[config.mk]
export PLATFORM = sky130hd
export DESIGN_NAME = fetch_queue
export DESIGN_NICKNAME = d
export VERILOG_FILES = /design/src/rtl/fetch_queue.sv
export SDC_FILE = /design/constraint.sdc
export NUM_CORES = 1
export LEC_CHECK = 0
export ABC_CLOCK_PERIOD_IN_PS = 2800
export BUFFER_PORTS_ARGS = -buffer_cell sky130_fd_sc_hd__buf_4
export CAP_MARGIN = 20
export CORE_MARGIN = 8
export CORE_UTILIZATION = 51
export DETAILED_ROUTE_END_ITERATION = 8
export GPL_TIMING_DRIVEN = 0
export PLACE_DENSITY = 0.76
export SLEW_MARGIN = 20
export SYNTH_ARGS = -nofsm -noshare
export SYNTH_HDL_FRONTEND = slang
export SYNTH_SLANG_ARGS = --single-unit
[constraint.sdc]
create_clock -name clk -period 2.8 [get_ports clk]
set_clock_uncertainty 0.05 [all_clocks]
set_input_delay 0.28 -clock clk [delete_from_list [all_inputs] [get_ports clk]]
set_output_delay 0.28 -clock clk [all_outputs]
set_load 0.01 [all_outputs]
[src/rtl/fetch_queue.sv]
// rtl/fetch_queue.sv - instruction fetch stage with in-order fetch buffer and PC freeze
module fetch_queue #(
    parameter int WIDTH = 31,
    parameter int DEPTH = 4
) (
    input  logic                       clk,
    input  logic                       reset,
    input  logic [WIDTH:0]             pc_i,
    input  logic                       redirect_i,
    input  logic                       flush_i,
    output logic [WIDTH:0]             imem_addr_o,
    input  logic [WIDTH:0]             imem_data_i,
    output logic                       freeze_o,
    output logic                       out_valid_o,
    input  logic                       out_ready_i,
    output logic [WIDTH:0]             out_instr_o,
    output logic [WIDTH:0]             out_pc_o,
    output logic                       out_redirect_o,
    output logic [$clog2(DEPTH+1)-1:0] count_o
);

    localparam int AW = $clog2(DEPTH);
    localparam int CW = $clog2(DEPTH+1);

    // Entry storage; contents are don't-care until written, so no reset
    logic [WIDTH:0] instr_mem [DEPTH];
    logic [WIDTH:0] pc_mem    [DEPTH];
    logic           redir_mem [DEPTH];

    logic [CW-1:0]  count_q, count_d;
    logic [AW-1:0]  head_q, head_d;
    logic [AW-1:0]  tail_q, tail_d;
    logic           fetch_valid_q;
    logic [WIDTH:0] fetch_pc_q;
    logic           fetch_redirect_q;

    logic           issue;
    logic           push;
    logic           pop;
    logic [CW:0]    occupancy;

    // Memory is addressed straight from the PC register so the read lands next cycle
    assign imem_addr_o = pc_i;

    // Every in-flight fetch holds a reserved slot, so a push can never find the queue full
    assign occupancy   = {1'b0, count_q} + (CW+1)'(fetch_valid_q);
    assign freeze_o    = !flush_i && (occupancy >= (CW+1)'(DEPTH));

    assign issue       = !freeze_o && !flush_i;
    assign out_valid_o = (count_q != '0);
    assign push        = fetch_valid_q && !flush_i;
    assign pop         = out_valid_o && out_ready_i && !flush_i;

    assign out_instr_o    = instr_mem[head_q];
    assign out_pc_o       = pc_mem[head_q];
    assign out_redirect_o = redir_mem[head_q];
    assign count_o        = count_q;

    // Next-state for occupancy and pointers; flush discards everything
    always_comb begin
        count_d = count_q;
        head_d  = head_q;
        tail_d  = tail_q;
        if (flush_i) begin
            count_d = '0;
            head_d  = '0;
            tail_d  = '0;
        end else begin
            if (push) tail_d = tail_q + AW'(1);
            if (pop)  head_d = head_q + AW'(1);
            case ({push, pop})
                2'b10:   count_d = count_q + CW'(1);
                2'b01:   count_d = count_q - CW'(1);
                default: count_d = count_q;
            endcase
        end
    end

    // Queue control state and the one-deep in-flight fetch record
    always_ff @(posedge clk or posedge reset) begin
        if (reset) begin
            count_q          <= '0;
            head_q           <= '0;
            tail_q           <= '0;
            fetch_valid_q    <= 1'b0;
            fetch_pc_q       <= '0;
            fetch_redirect_q <= 1'b0;
        end else begin
            count_q          <= count_d;
            head_q           <= head_d;
            tail_q           <= tail_d;
            fetch_valid_q    <= issue;
            fetch_pc_q       <= pc_i;
            fetch_redirect_q <= redirect_i;
        end
    end

    // Returning instruction is bundled with the PC and redirect bit that fetched it
    always_ff @(posedge clk) begin
        if (push) begin
            instr_mem[tail_q] <= imem_data_i;
            pc_mem[tail_q]    <= fetch_pc_q;
            redir_mem[tail_q] <= fetch_redirect_q;
        end
    end

    // Structural invariants of the reservation scheme
    always @(posedge clk) begin
        if (!reset) begin
            assert (!(push && (count_q == CW'(DEPTH))));
            assert (!(pop && (count_q == '0)));
            assert (count_q <= CW'(DEPTH));
        end
    end

endmodule
== Word level (Yosys, flattened, before mapping) ==
Memories as Yosys holds them, arrays and structs flattened.
Index checks and enable logic that the tools add are counted.

* Memory bits (writable): 260
* Memories: 3
* Flip-flop bits (word level): 41
* Output and inout bits: 102
* Logic and storage cells: 36
* Bits of input ports: 69

{| class="wikitable"
|+ Memory list
! name !! words !! width !! read ports !! clocked after Yosys merged registers in !! wr ports !! line !! source
|-
| instr_mem || 4 || 32 || 1 || 0 || 1 || 26 || <nowiki>logic [WIDTH:0] instr_mem [DEPTH];</nowiki>
|-
| pc_mem || 4 || 32 || 1 || 0 || 1 || 27 || <nowiki>logic [WIDTH:0] pc_mem [DEPTH];</nowiki>
|-
| redir_mem || 4 || 1 || 1 || 0 || 1 || 28 || <nowiki>logic redir_mem [DEPTH];</nowiki>
|}

* Multiplexer cells: 8
* Reduce and logical (&&, ||, !) cells: 11
* Eq/ne operators: 2
* $lt $le $gt $ge: 1
* Add/sub/neg operators: 5

{| class="wikitable"
|+ Operators with widths
! operator !! count
|-
| 2-bit two-way mux || 4
|-
| 3-bit case mux with 2 select lines || 1
|-
| 3-bit nonzero test || 2
|-
| 1-bit logical AND || 5
|-
| 2-bit by 1-bit adder with 2-bit output, second input constant || 2
|-
| 3-bit by 1-bit adder with 4-bit output || 1
|-
| 4-bit by 3-bit >= comparator with 1-bit output, second input constant || 1
|-
| 2-bit nonzero test || 2
|-
| 3-bit by 1-bit adder with 3-bit output, second input constant || 1
|-
| 3-bit two-way mux || 1
|-
| 3-bit by 1-bit subtractor with 3-bit output, second input constant || 1
|-
| 2-bit by 1-bit equality test with 1-bit output, second input constant || 1
|-
| 2-bit equality test, second input constant || 1
|-
| 1-bit zero test || 2
|-
| 1-bit two-way mux || 2
|}

== Longest topological paths before layout ==
* Depth after elaboration: 6
* Gate-level depth with buffers: 6
* Depth with buffers taken out: 6

== Worst setup path before layout ==
Ideal clock, no wire load.

* Path kind: reg2reg
* Start: register fetch_valid_q
* End: memory instr_mem[0][0] (netlist name), enable pin
* Path slack: 0.014 ns
* Required time: 2.320 ns
* Clock period less this slack: 2.786 ns
* Cell stages (with the launch flop): 4
* Arrival: 2.306 ns
* Library setup time: 0.430 ns
* Buffers on the path: 1
* Cell sequence: dfrtp_1 buf_2 nor2b_1 and2_1

* Longest elaborated chain between the ends: 3

{| class="wikitable"
|+ RTL lines
! what !! line !! source
|-
| start: declaration || 33 || <nowiki>logic fetch_valid_q;</nowiki>
|-
| start signal: assignment || 92 || <nowiki>fetch_valid_q <= issue;</nowiki>
|-
| 1-bit logical AND || 51 || <nowiki>assign push = fetch_valid_q && !flush_i;</nowiki>
|-
| 1-bit two-way mux || 100 || <nowiki>if (push) begin</nowiki>
|-
| 1-bit two-way mux (implied by the code) || 101 || <nowiki>instr_mem[tail_q] <= imem_data_i;</nowiki>
|-
| end: declaration || 26 ||
|}

No other way between the ends.

== Final worst setup path ==
* Start: register head_q[1]
* End: output port out_pc_o[23]

* Longest elaborated chain between the ends: 1

{| class="wikitable"
|+ RTL lines
! what !! line !! source
|-
| start: declaration || 31 || <nowiki>logic [AW-1:0] head_q, head_d;</nowiki>
|-
| start signal: assignment || 83 || <nowiki>head_q <= '0;</nowiki>
|-
| start signal: assignment || 90 || <nowiki>head_q <= head_d;</nowiki>
|-
| memory 4 x 32 bit || -- ||
|-
| end: declaration || 17 || <nowiki>output logic [WIDTH:0] out_pc_o,</nowiki>
|}

No other way between the ends.

==> run_results.csv <==
group,metric,value,unit
drt,number_of_vias_per_cell,5.23,
setup_path,worst-setup-path-type,"reg2out",
place,port_buffers,170,
drt,routed_wirelength,21.7,mm
cts,clockBufferDepth,3,
synthesis,syn-num-nets,534,
setup_path,start_kind,"flip-flop",
setup_path,crit_path_end_kind,"primary output",
setup_path,critical_path.n_buffers_inverters,3,
die,core_area,21100,µm²
place,gp_congestion,0.691,
die,initial_cell_density_of_the_core,0.522,
cts,tritoncts.num_buffers,29,
die,die_x,163,µm
timing,max_slew.worst_pin.slew,0.700,ns
grt,grt_antenna_before_repair,0,
setup_path,cp_slowest_cell,"mux4_2",
worst_hold_path,hp-start,"out_ready_i",
timing,timing.final.hold_violations,0,
synthesis,yosys.area.top_type,"edfxtp_1",
synthesis,synthesis.instances,460,
worst_hold_path,whs_endpoint,"count_o[1]",
synthesis,ys_async_sr_fraction,0.136,
die,number_of_i_o_pins,171,
synthesis,avgSynthCellArea,23.9,µm²
timing,unrepaired_setup_endpoints_after_global_routing,"no",
setup_path,timing.critical_path.slowest_cell_delay,0.39,ns
cts,cts_tree,"done",
setup_path,worstPathRequired,2.47,ns
layout,nets,806,
synthesis,mappedNetlistArea,11000,µm²
power,power_frac_comb,0.244,
status,status,"completed",
timing,timing_max_transition_violations_final,0,
grt,grt_pass1_vias,6168,
timing,maxClockFrequency,420,MHz
timing,relSlewSlack,0.534,
cts,ctsHtreeMaxLevel,1,
power,pwr_density_cell,825,nW/µm²
die,design.die.area,26600,µm²
timing,setup_violation_total_in_the_final_timing_report,0,
setup_path,ff2ff_setup_slack,0.50,ns
synthesis,ys_ff_latch,301,
synthesis,postSynth.topFlopCell,"edfxtp_1",
drt,dr.first_iter.drc_count,273,
setup_path,highest_net_fanout_along_the_worst_path,10,
layout,fraction_of_layout_cells_with_a_size_suffix_above_1,0.444,
drt,via_count,5381,
power,netSwitchingFraction,0.251,
setup_path,crit-reg2reg-launch,"count_o[1]",
die,die_y,163,µm
worst_hold_path,min_path_type,"in2reg",
synthesis,synth-seq-area-share,0.802,
grt,pin_count_of_the_biggest_net_entering_global_routing,41,
power,net-switching-power,0.00297,W
worst_hold_path,hold_path_depth,3,
flow_run,maxCapViolCount,0,
die,row_count,53,
cts,numClockSinks,301,
grt,global_route.usage.total,0.166,
layout,synthToLayoutAreaGrowth,30.1,%
timing,postLayoutSetupSlackWorst,0.422,ns
cts,cts_root_buf,"clkbuf_16",
drt,drcViolationCount,0,
setup_path,arrival,2.05,ns
power,peakVddDrop,0.000507,V
timing,timing.final.crit_share,0.849,
synthesis,synth.area.top_cells,"edfxtp_1, mux4_2, dfrtp_1",
cts,cts.reportedPaths.clkPinSlew,0.06,ns
power,power.share.clock,0.304,
synthesis,synth.distinct_cells,29,
place,placement.setup.worst_slack,0.554,ns
grt,grt_pass1_wl,34.1,mm
cts,clk-insertion-delay-late,0.52,ns
setup_path,path_cells,"buf_2 -> buf_2 -> mux4_2 -> buf_4",
setup_path,path_delay_family,"buffers and inverters",
synthesis,number_of_flops_mapped_to_enable_cells_by_yosys,260,
power,p_total,0.0118,W
synthesis,synth_warnings,0,
layout,final_cells,1028,
drt,drt_first_pass_iters,4,
synthesis,top_area_cell_type_share_of_the_netlist_area,0.709,
power,internal_power,0.00884,W
setup_path,worstReg2RegEnd,"count_o[2]",
drt,route.detailed.wl_per_inst,21.1,µm
place,placed_instance_count,910,
setup_path,cpMostUsedCell,"buf_2",
setup_path,timing.reg2reg.worst_path_depth,6,
grt,grt_remaining_overflow,0,
timing,final_period_minus_worst_setup_slack,2.38,ns
layout,final_core_util,0.679,
power,standby_leakage_power,5.16,nW
power,seq_power_share,0.452,
place,detailed_place_hpwl,13.9,mm
layout,num_antenna_cells,0,
drt,route.antenna.remaining_nets,0,
layout,final.fill_count,1305,
cts,cts_post_setup_buffers_inserted,0,
==> what timing repair did <==
item / in CTS / in global routing
hold buffers: 66 / 0
endpoints found under the hold margin: 175 / 0
gates resized for setup: 0 / 0
==> power groups by stage <==
stage	Clock [W]	Combinational, W	Sequential, W
final	0.00359	0.00289	0.00534
after global routing	0.00386	0.00311	0.00536
after CTS	0.00367	0.00297	0.00534
after detailed placement	0	0.00288	0.00543
after global placement	0	0.00277	0.00542
after floorplan	0	0.00167	0.00541
==> flip-flops by register name, indices dropped and copies added (netlist names) <==
register and flops:
tail_q 2, fetch_redirect_q 1, head_q 2, count_o 3, redir_mem 4, pc_mem 128
instr_mem 128, fetch_pc_q 32, fetch_valid_q 1
==> through the flow <==
stage                     hold WS (ns)  setup TNS, ns  cell area, µm²
after floorplan                  0.261              0           11000
after global placement           0.342        -311.24           12600
after detailed placement         0.244              0           12800
after CTS                       0.0984              0           14300
after global routing             0.110              0           14300
final                            0.125              0           14300
==> worst max path at each step <==
stage | start | to | slack, ns | depth (start not counted)
global placement | fetch_valid_q | instr_mem[0][20] | -1.21 | 3
detailed placement | count_o[1] | count_o[2] | 0.55 | 6
global route | head_q[1] | out_pc_o[23] | 0.27 | 4
CTS | head_q[1] | out_pc_o[23] | 0.36 | 4
floorplan | fetch_valid_q | instr_mem[0][0] | 0.01 | 3
finish | head_q[1] | out_pc_o[23] | 0.42 | 4
==> cells in the mapped netlist, types with 2 or more instances <==
cell      instances
xnor2_1           3
nor2_1            8
xor2_1            2
a221oi_1          2
ha_1              4
nor3_1            2
a31oi_1           2
nor2b_1           3
buf_12            4
and2_1            4
edfxtp_1        260
buf_2             6
mux4_2           65
inv_1             4
buf_4            35
dfrtp_1          41
clkbuf_1          3
==> layout make-up <==
cell class                      instances  area [µm²]  share of cell area
Buffer                                 49         395              0.0276
Clock buffer                           36         782              0.0546
Clock inverter                         16         110             0.00768
Inverter                                4        15.0             0.00105
Multi-Input combinational cell        106        1780               0.124
Sequential cell                       301        8830               0.616
Tap cell                              275         344              0.0240
Timing Repair Buffer                  241        2070               0.144
==> tightest hold or removal path: stages <==
cell and delay, ns:
buf_4 0.15, nand4b_1 0.13, a31oi_1 0.09
==> routing by layer <==
| metal | vias up | track usage | routed length (µm) |
|---|---|---|---|
| met5 | - | 0 | 0 |
| met4 | 0 | 0.0388 | 339 |
| met3 | 29 | 0.0437 | 1540 |
| met2 | 173 | 0.283 | 11200 |
| met1 | 2781 | 0.209 | 8650 |
| li1 | 2398 | - | - |
==> cell usage in the layout, fill, tap and decap left out, types with 3 or more instances in the layout <==
cell type        n
buf_16           4
nor2_1           8
xnor2_1          3
nor2b_1          3
clkbuf_1         7
and2_4           4
buf_2            6
edfxtp_1       260
ha_1             4
clkinv_1         6
buf_12           5
dlygate4sd3_1   66
clkbuf_16       29
clkbuf_8         3
dfrtp_1         41
clkinv_2         5
inv_1            3
mux4_2          65
buf_4          205
==> cell families (layout without fill, tap and decap cells) <==
family / Yosys count / count (layout) / synth area share
AO/OA/AOI/OAI: 9 / 9 / 0.00659
XOR/XNOR: 5 / 5 / 0.00398
adder cells (fa/ha/maj): 5 / 5 / 0.00636
buffers and inverters: 53 / 346 / 0.0373
flip-flops: 301 / 301 / 0.802
multiplexers: 66 / 66 / 0.134
AND/OR/NAND/NOR: 21 / 21 / 0.0101
(Power assumes the default switching activity.)
